==> src/rtl/rv_pkg.sv <==
// Shared RISC-V definitions: opcodes, load funct3 encodings, writeback FSM states.
package rv_pkg;

  localparam logic [6:0] OP_R      = 7'b0110011;
  localparam logic [6:0] OP_IMM    = 7'b0010011;
  localparam logic [6:0] OP_LOAD   = 7'b0000011;
  localparam logic [6:0] OP_STORE  = 7'b0100011;
  localparam logic [6:0] OP_BRANCH = 7'b1100011;
  localparam logic [6:0] OP_LUI    = 7'b0110111;
  localparam logic [6:0] OP_AUIPC  = 7'b0010111;
  localparam logic [6:0] OP_JAL    = 7'b1101111;
  localparam logic [6:0] OP_JALR   = 7'b1100111;

  localparam logic [2:0] F3_LB  = 3'b000;
  localparam logic [2:0] F3_LH  = 3'b001;
  localparam logic [2:0] F3_LW  = 3'b010;
  localparam logic [2:0] F3_LBU = 3'b100;
  localparam logic [2:0] F3_LHU = 3'b101;

  typedef enum logic [1:0] {
    IDLE      = 2'd0,
    WAIT_LOAD = 2'd1,
    COMMIT    = 2'd2
  } wb_state_t;

endpackage

==> src/rtl/load_extend.sv <==
// Byte/half/word extraction from an aligned load word, sign or zero extended.
module load_extend
  import rv_pkg::*;
(
  input  logic [2:0]  funct3,
  input  logic [1:0]  offset,
  input  logic [31:0] word,
  output logic [31:0] value
);

  logic [7:0]  byte_sel;
  logic [15:0] half_sel;

  // Pick the addressed byte/half, then extend according to funct3.
  always_comb begin
    byte_sel = word[8*offset +: 8];
    half_sel = offset[1] ? word[31:16] : word[15:0];
    case (funct3)
      F3_LB:   value = {{24{byte_sel[7]}}, byte_sel};
      F3_LH:   value = {{16{half_sel[15]}}, half_sel};
      F3_LW:   value = word;
      F3_LBU:  value = {24'd0, byte_sel};
      F3_LHU:  value = {16'd0, half_sel};
      default: value = 32'd0; // reserved encodings still write, with zero data
    endcase
  end

endmodule

==> src/rtl/rd_writeback.sv <==
// Writeback stage: selects rd data by opcode, waits for load data, drives the
// single register-file write port and publishes the pending destination.
// Optional same-cycle forwarding outputs are built when WB_BYPASS_EN is defined.
module rd_writeback
  import rv_pkg::*;
(
  input  logic        clk,
  input  logic        rst,
  input  logic        in_valid,
  output logic        in_ready,
  input  logic [6:0]  in_opcode,
  input  logic [2:0]  in_funct3,
  input  logic [4:0]  in_rd,
  input  logic [31:0] in_alu_result,
  input  logic [31:0] in_imm,
  input  logic [31:0] in_pc,
  input  logic        mem_rvalid,
  input  logic [31:0] mem_rdata,
  output logic        rf_we,
  output logic [4:0]  rf_waddr,
  output logic [31:0] rf_wdata,
  output logic        pending_valid,
`ifdef WB_BYPASS_EN
  output logic [4:0]  pending_rd,
  output logic        fwd_valid,
  output logic [4:0]  fwd_rd,
  output logic [31:0] fwd_data
`else
  output logic [4:0]  pending_rd
`endif
);

  wb_state_t   state_q, state_d;
  logic [4:0]  rd_q, rd_d;
  logic [31:0] wdata_q, wdata_d;
  logic [2:0]  f3_q, f3_d;
  logic [1:0]  off_q, off_d;
  logic        we_q, we_d;
  logic [31:0] ld_val;
  logic        accept;

  load_extend u_ext (
    .funct3 (f3_q),
    .offset (off_q),
    .word   (mem_rdata),
    .value  (ld_val)
  );

  assign in_ready = (state_q != WAIT_LOAD);
  assign accept   = in_valid && in_ready;

  // Next-state and write-data selection; COMMIT accepts like IDLE.
  always_comb begin
    state_d = state_q;
    rd_d    = rd_q;
    wdata_d = wdata_q;
    f3_d    = f3_q;
    off_d   = off_q;
    we_d    = 1'b0;
    if (state_q == WAIT_LOAD) begin
      if (mem_rvalid) begin
        wdata_d = ld_val;
        state_d = COMMIT;
        we_d    = (rd_q != 5'd0);
      end
    end else begin
      state_d = IDLE;
      if (accept) begin
        case (in_opcode)
          OP_R, OP_IMM, OP_AUIPC: begin
            wdata_d = in_alu_result;
            rd_d    = in_rd;
            state_d = COMMIT;
            we_d    = (in_rd != 5'd0);
          end
          OP_LUI: begin
            wdata_d = in_imm;
            rd_d    = in_rd;
            state_d = COMMIT;
            we_d    = (in_rd != 5'd0);
          end
          OP_JAL, OP_JALR: begin
            wdata_d = in_pc + 32'd4;
            rd_d    = in_rd;
            state_d = COMMIT;
            we_d    = (in_rd != 5'd0);
          end
          OP_LOAD: begin
            f3_d    = in_funct3;
            rd_d    = in_rd;
            off_d   = in_alu_result[1:0];
            state_d = WAIT_LOAD;
          end
          default: ; // stores, branches, unknown: nothing to write
        endcase
      end
    end
  end

  // State and write-port registers; reset discards any in-flight load.
  always_ff @(posedge clk or posedge rst) begin
    if (rst) begin
      state_q <= IDLE;
      rd_q    <= 5'd0;
      wdata_q <= 32'd0;
      f3_q    <= 3'd0;
      off_q   <= 2'd0;
      we_q    <= 1'b0;
    end else begin
      state_q <= state_d;
      rd_q    <= rd_d;
      wdata_q <= wdata_d;
      f3_q    <= f3_d;
      off_q   <= off_d;
      we_q    <= we_d;
    end
  end

  assign rf_we         = we_q;
  assign rf_waddr      = rd_q;
  assign rf_wdata      = wdata_q;
  assign pending_rd    = rd_q;
  assign pending_valid = (state_q == WAIT_LOAD) ||
                         ((state_q == COMMIT) && (rd_q != 5'd0));

`ifdef WB_BYPASS_EN
  // Forward the committing write in the same cycle it reaches the register file.
  assign fwd_valid = (state_q == COMMIT) && we_q;
  assign fwd_rd    = rd_q;
  assign fwd_data  = wdata_q;
`endif

endmodule

==> config.mk <==
export PLATFORM = sky130hd
export DESIGN_NAME = rd_writeback
export DESIGN_NICKNAME = d
export VERILOG_FILES = /design/src/rtl/rv_pkg.sv /design/src/rtl/load_extend.sv /design/src/rtl/rd_writeback.sv
export SDC_FILE = /design/constraint.sdc
export NUM_CORES = 1
export LEC_CHECK = 0
export BUFFER_PORTS_ARGS = -buffer_cell sky130_fd_sc_hd__buf_2
export CORE_UTILIZATION = 48
export DETAILED_ROUTE_END_ITERATION = 10
export PLACE_DENSITY = 0.82
export REMOVE_ABC_BUFFERS = 1
export SETUP_SLACK_MARGIN = 0.2
export SLEW_MARGIN = 20
export SYNTH_ARGS = -nofsm -noshare
export SYNTH_HDL_FRONTEND = slang
export SYNTH_HIERARCHICAL = 1
export SYNTH_SLANG_ARGS = --single-unit
==> constraint.sdc <==
create_clock -name clk -period 2.5 [get_ports clk]
set_input_delay 0.375 -clock clk [delete_from_list [all_inputs] [get_ports clk]]
set_output_delay 0.375 -clock clk [all_outputs]
set_load 0.01 [all_outputs]
== After elaboration in Yosys (flattened, before gate mapping) ==
Index checks and enable logic that the tools add are counted.
Cells by class
  add/subtract/negate cells: 1
  eq/ne operators: 15
  shifts and indexed selects: 1
  muxes and demuxes: 14
  bitwise logic cells: 1
  reduce and logical (&&, ||, !) cells: 15
Operators with widths (number)
  $pmux 32 s5: 1
  $mux 32: 3
  $pmux 32 s3: 1
  $add 32x3->32 const B: 1
  $shiftx 32x6->8: 1
  $mux 16: 1
  $eq 7x5->1 const B: 2
  $eq 7x6->1 const B: 2
  $eq 7x7->1 const B: 2
  $reduce_bool 5->1: 2
  $reduce_and 3->1: 3
  $eq 7x2->1 const B: 1
  $reduce_or 7->1: 1
  $eq 3x3->1 const B: 2
  $mux 2: 3
  $reduce_or 6->1: 1
  $mux 1: 4
  $pmux 2 s2: 1
  $reduce_bool 4->1: 1
  $eq 3x1->1 const B: 1
  $eq 3x2->1 const B: 1
  $logic_not 3->1: 1
  $reduce_or 3->1: 1
  $eq 2x1->1 const B: 1
  8 further kinds: 9
Storage, ports and cells
  flip-flop bits (word level): 45
  output and inout bits: 45
  word-level logic and storage cells: 53

== Logic depth before layout (Yosys ltp) ==
  word-level depth: 5
  gate-level depth with buffers: 9
  mapped depth without buffers: 7

== By module ==
Netlist, hierarchy kept.
By module, submodules not included
  rd_writeback: instances 1, cells an instance 398, area an instance 3260.6 µm², seq. area each 1126.1 µm²
  load_extend: instances 1, cells an instance 108, area an instance 762.0 µm², seq. area each 0.0 µm²

== Worst setup path after synthesis ==
Ideal clock, no wire load.
  path kind: input port to flip-flop
  start: in in_pc[2]
  end: reg wdata_q[24] (netlist: rf_wdata[24])
  library setup time: 0.080 ns
  arrival time: 2.139 ns
  required time: 2.420 ns
  path slack: 0.281 ns
  cell stages on the path: 7
  buffers on the path: 1
  path through: ha_1 > nand4_2 > or3_1 > buf_2 > or4_1 > a221o_1 > o211ai_2
On the way
  word-level cells in the longest chain between the ends: 4
RTL lines
  start: declaration: RTL line rd_writeback.sv:16  | input logic [31:0] in_pc,
  $add 32x3->32: RTL line rd_writeback.sv:83  | wdata_d = in_pc + 32'd4;
  $pmux 32 s3: RTL line rd_writeback.sv:69  | case (in_opcode)
  $mux 32: RTL line rd_writeback.sv:68  | if (accept) begin
  $mux 32: RTL line rd_writeback.sv:60  | if (state_q == WAIT_LOAD) begin
  end signal: assignment: RTL line rd_writeback.sv:112  | wdata_q <= wdata_d;
  end: declaration: RTL line rd_writeback.sv:35  | logic [31:0] wdata_q, wdata_d;
No other way between the ends. The select of a mux whose other input is x is not followed.
A chain may end at the register's enable or synchronous reset.

== Worst setup path in the final report ==
  start: reg off_q[0]
  end: reg wdata_q[15] (netlist: rf_wdata[15])
On the way
  word-level cells in the longest chain between the ends: 4
RTL lines
  start: declaration: RTL line rd_writeback.sv:37  | logic [1:0] off_q, off_d;
  start signal: assignment: RTL line rd_writeback.sv:107  | off_q <= 2'd0;
  start signal: assignment: RTL line rd_writeback.sv:114  | off_q <= off_d;
  $shiftx 32x6->8: RTL line load_extend.sv:16  | byte_sel = word[8*offset +: 8];
  $pmux 32 s5: RTL line load_extend.sv:18  | case (funct3)
  net ld_val[15]: RTL line rd_writeback.sv:39  | logic [31:0] ld_val;
  $mux 32: RTL line rd_writeback.sv:61  | if (mem_rvalid) begin
  $mux 32: RTL line rd_writeback.sv:60
The timed path passes the listed nets, and every way through them passes these cells. The select of a mux whose other input is x is not followed.

==> summary.md <==
| Metric | Value |
|---|---|
| Failing checks | `DRC` |
| CTS H-tree lvls | `2` |
| Max-Slew Margin vs Limit | `between 50% and 60%` |
| Initial antenna violation count | `0` |
| Endpoints failing hold | `0` |
| Largest fanout on the critical path | `20` |
| Area leader, netlist | `dfrtp_1` |
| CTS root buffer | `clkbuf_8` |
| WL final | `14.9 mm` |
| Leak pwr | `approximately 0.0023 uW` |
| Deepest clock path buffer count | `2` |
| Post-synth EDFFs | `0` |
| Async set-reset flop share out of synthesis | `between 90% and 100%` |
| DIE WIDTH | `roughly 94 um` |
| Core Util, Final | `63.8%` |
| Vias in the first global route | `4799` |
| Max Transition Viols Final | `0` |
| Layout cells sized above 1 | `approximately 38%` |
| Layout fillers | `~770` |
| Io pins | `192` |
| Status | `finished, violations left` |
| Worst Clk Skew | `about 0.0023 ns` |
| Most common cell in the netlist | `o21ai_0` |
| Setup violations, final | `0` |
| CTS buffer count | `5` |
| Final Non-Filler Cells | `792` |
| HPWL Detailed | `11.5 mm` |
| Wire length per cell | `18.8 um` |
| ANT nets after route | `0` |
| Path type of the worst setup path | `reg -> reg` |
| Avg Inst Size Synth | `~7.9 sq um` |
| Max Cap Viol | `0` |
| Via density | `6.31` |
| Gr usage total | `34.0%` |
| Tcrit/Tclk final | `88.0%` |
| Clock slew at reported path FFs | `0.09 ns` |
| Pre-Repair DR Iteration Count | `8` |
| Placed insts | `around 780` |
| CTS tree | `done` |
| Port Buffer Count | `191` |
| Routability cong. | `approximately 0.90` |
| Core outline area | `a little over 8000 sq um` |
| Synth top cells by count | `61 x o21ai_0, 45 x dfrtp_1, 44 x nand2_1` |
| Violation count after the first detailed-route iteration | `roughly 270` |
| FP Rows | `33` |
| Fmax | `455 MHz` |
| Netlist cell types | `just under 60` |
| Number of remaining DRC errors | `2` |
| Global-route wire length before repair | `roughly 23 mm` |
| Measured slew at the worst slew-check pin | `~0.70 ns` |
| Data required time of the critical path | `about 2.7 ns` |
| RSZ-0062 raised after global routing | `no` |
| Vias | `between 4000 and 5000` |
| Crit path DAT | `around 2.4 ns` |
| Nets | `between 800 and 900` |
| Die H | `93.5 um` |
| Worst r2r src | `off_q[0]$_DFFE_PP0P_` |
| Internal reg-to-reg setup slack | `approximately 0.3 ns` |
| Top-area cell type share of the netlist area | `28.0%` |
| Final Total Pwr | `between 2000 and 3000 uW` |
| Setup crit end kind | `register` |
| Hold buffer count at cts | `0` |
| Crit path capture | `rf_wdata[15]$_DFFE_PP0P_` |
| PwrDens | `498 nW/um^2` |
| N_diodes | `0` |
| Cells after Synth | `between 500 and 600` |
| Mapped Area | `between 4000 and 5000 sq um` |
| Worst reg2reg path endpoint | `rf_wdata[15]$_DFFE_PP0P_` |
| Full die area | `8750 sq um` |
| Synthesis warning total | `6` |
| Period minus WS final | `roughly 2.2 ns` |
| Hold Crit Class | `in -> async` |
| Startpoint Class | `register` |
| CP startpoint | `off_q[0]$_DFFE_PP0P_` |
| Synth Flop Type | `dfrtp_1` |
| Top area cells in the synthesized netlist | `dfrtp_1 28%, o21ai_0 7.6%, mux2_2 5.0%` |
| Syn-to-layout area delta | `29.7%` |
| Hold Slack | `about 0.072 ns` |
| Grt ovf | `0` |
| Pin count of the biggest net entering global routing | `46` |
| Worst-Skew Late Latency | `slightly above 0.3 ns` |
| Num Clock Sinks | `45` |
| Maximum vdd ir drop | `about 0.23 mV` |
| Initial Util | `about half` |
| Register bit total from synthesis | `45` |
| Sequential share of the synthesized area | `28.0%` |
| Register-to-Register Path Depth | `6` |
-- placed cells by master (no fill, tap or decap), drive strengths merged, types with 7 or more instances in the layout --
cell and instances:
a2111oi 10, a21oi 34, a221o 11, and3 16, buf 216, clkbuf 7, dfrtp 45, inv 11
mux2 18, mux2i 8, nand2 44, nand3 29, nand4 7, nor2 13, nor3 10, nor4 10
o211ai 21, o21ai 64, or3 17
-- worst min path at each step --
stage / startpoint / endpoint / slack [ns] / cells past startpoint
final: rst / off_q[0]$_DFFE_PP0P_ / 0.07 / 3
after global routing: rst / off_q[0]$_DFFE_PP0P_ / 0.11 / 3
after CTS: rst / off_q[0]$_DFFE_PP0P_ / 0.10 / 3
after detailed placement: rst / off_q[0]$_DFFE_PP0P_ / 0.43 / 3
after global placement: rst / off_q[0]$_DFFE_PP0P_ / 0.43 / 3
after floorplan: mem_rvalid / state_q[0]$_DFFE_PP0P_ / 0.49 / 1
-- through the flow --
stage / TNS [ns] / cell area (sq um) / setup slack [ns]
floorplan: -37.20 / 3820 / -1.25
global placement: 0 / 5120 / 0.233
detailed placement: 0 / 5120 / 0.172
CTS: 0 / 5220 / 0.296
global route: 0 / 5220 / 0.209
finish: 0 / 5220 / 0.300
-- flip-flops by register name (all words and copies together) (netlist names) --
name,cells
f3_q,3
off_q,2
pending_rd,5
rf_wdata,32
rf_we,1
state_q,2
-- layout make-up --
| type | instances | area (sq um) | area share (%) |
|---|---|---|---|
| Multi-Input combinational cell | 407 | 2660 | 51.0 |
| Timing Repair Buffer | 216 | 1160 | 22.2 |
| Sequential cell | 45 | 1130 | 21.6 |
| Tap cell | 105 | 131 | 2.52 |
| Clock buffer | 7 | 96.3 | 1.85 |
| Inverter | 11 | 41.3 | 0.791 |
| Clock inverter | 1 | 5.00 | 0.0959 |
-- logic make-up (layout without fill, tap and decap cells) --
group | Yosys count | in the layout | synth area share, %
flip-flops | 45 | 45 | 28.0
multiplexers | 26 | 26 | 7.03
XOR/XNOR | 11 | 11 | 2.39
AO/OA/AOI/OAI | 197 | 197 | 32.8
buffers and inverters | 54 | 235 | 6.13
AND/OR/NAND/NOR | 172 | 172 | 23.4
adder cells (fa/ha/maj) | 1 | 1 | 0.311
-- what timing repair did --
action	4_1_cts	5_1_grt
buffers inserted	0	0
setup endpoints to repair	0	6
resized for setup	0	1
-- layer usage --
metal	vias up	track usage [%]	share of wire, %
met2	282	56.9	48
met4	0	14.6	3.4
met3	43	5.28	9.1
met1	2354	43.2	40
met5	-	0	0
li1	2319	-	-
-- worst max-delay path, stage by stage (launching register included) --
cell and delay [ns]:
dfrtp_1 0.42, mux2_2 0.37, a22oi_4 0.48, o221ai_1 0.20, or3_1 0.44, o21ai_0 0.11, a21oi_1 0.06
-- power by group --
group	switching (uW)	internal, uW	total [uW]
registers	118	905	1020
clock network	276	251	526
logic	576	472	1050
total	970	1630	2600
Power figures use the tool's default switching activity.
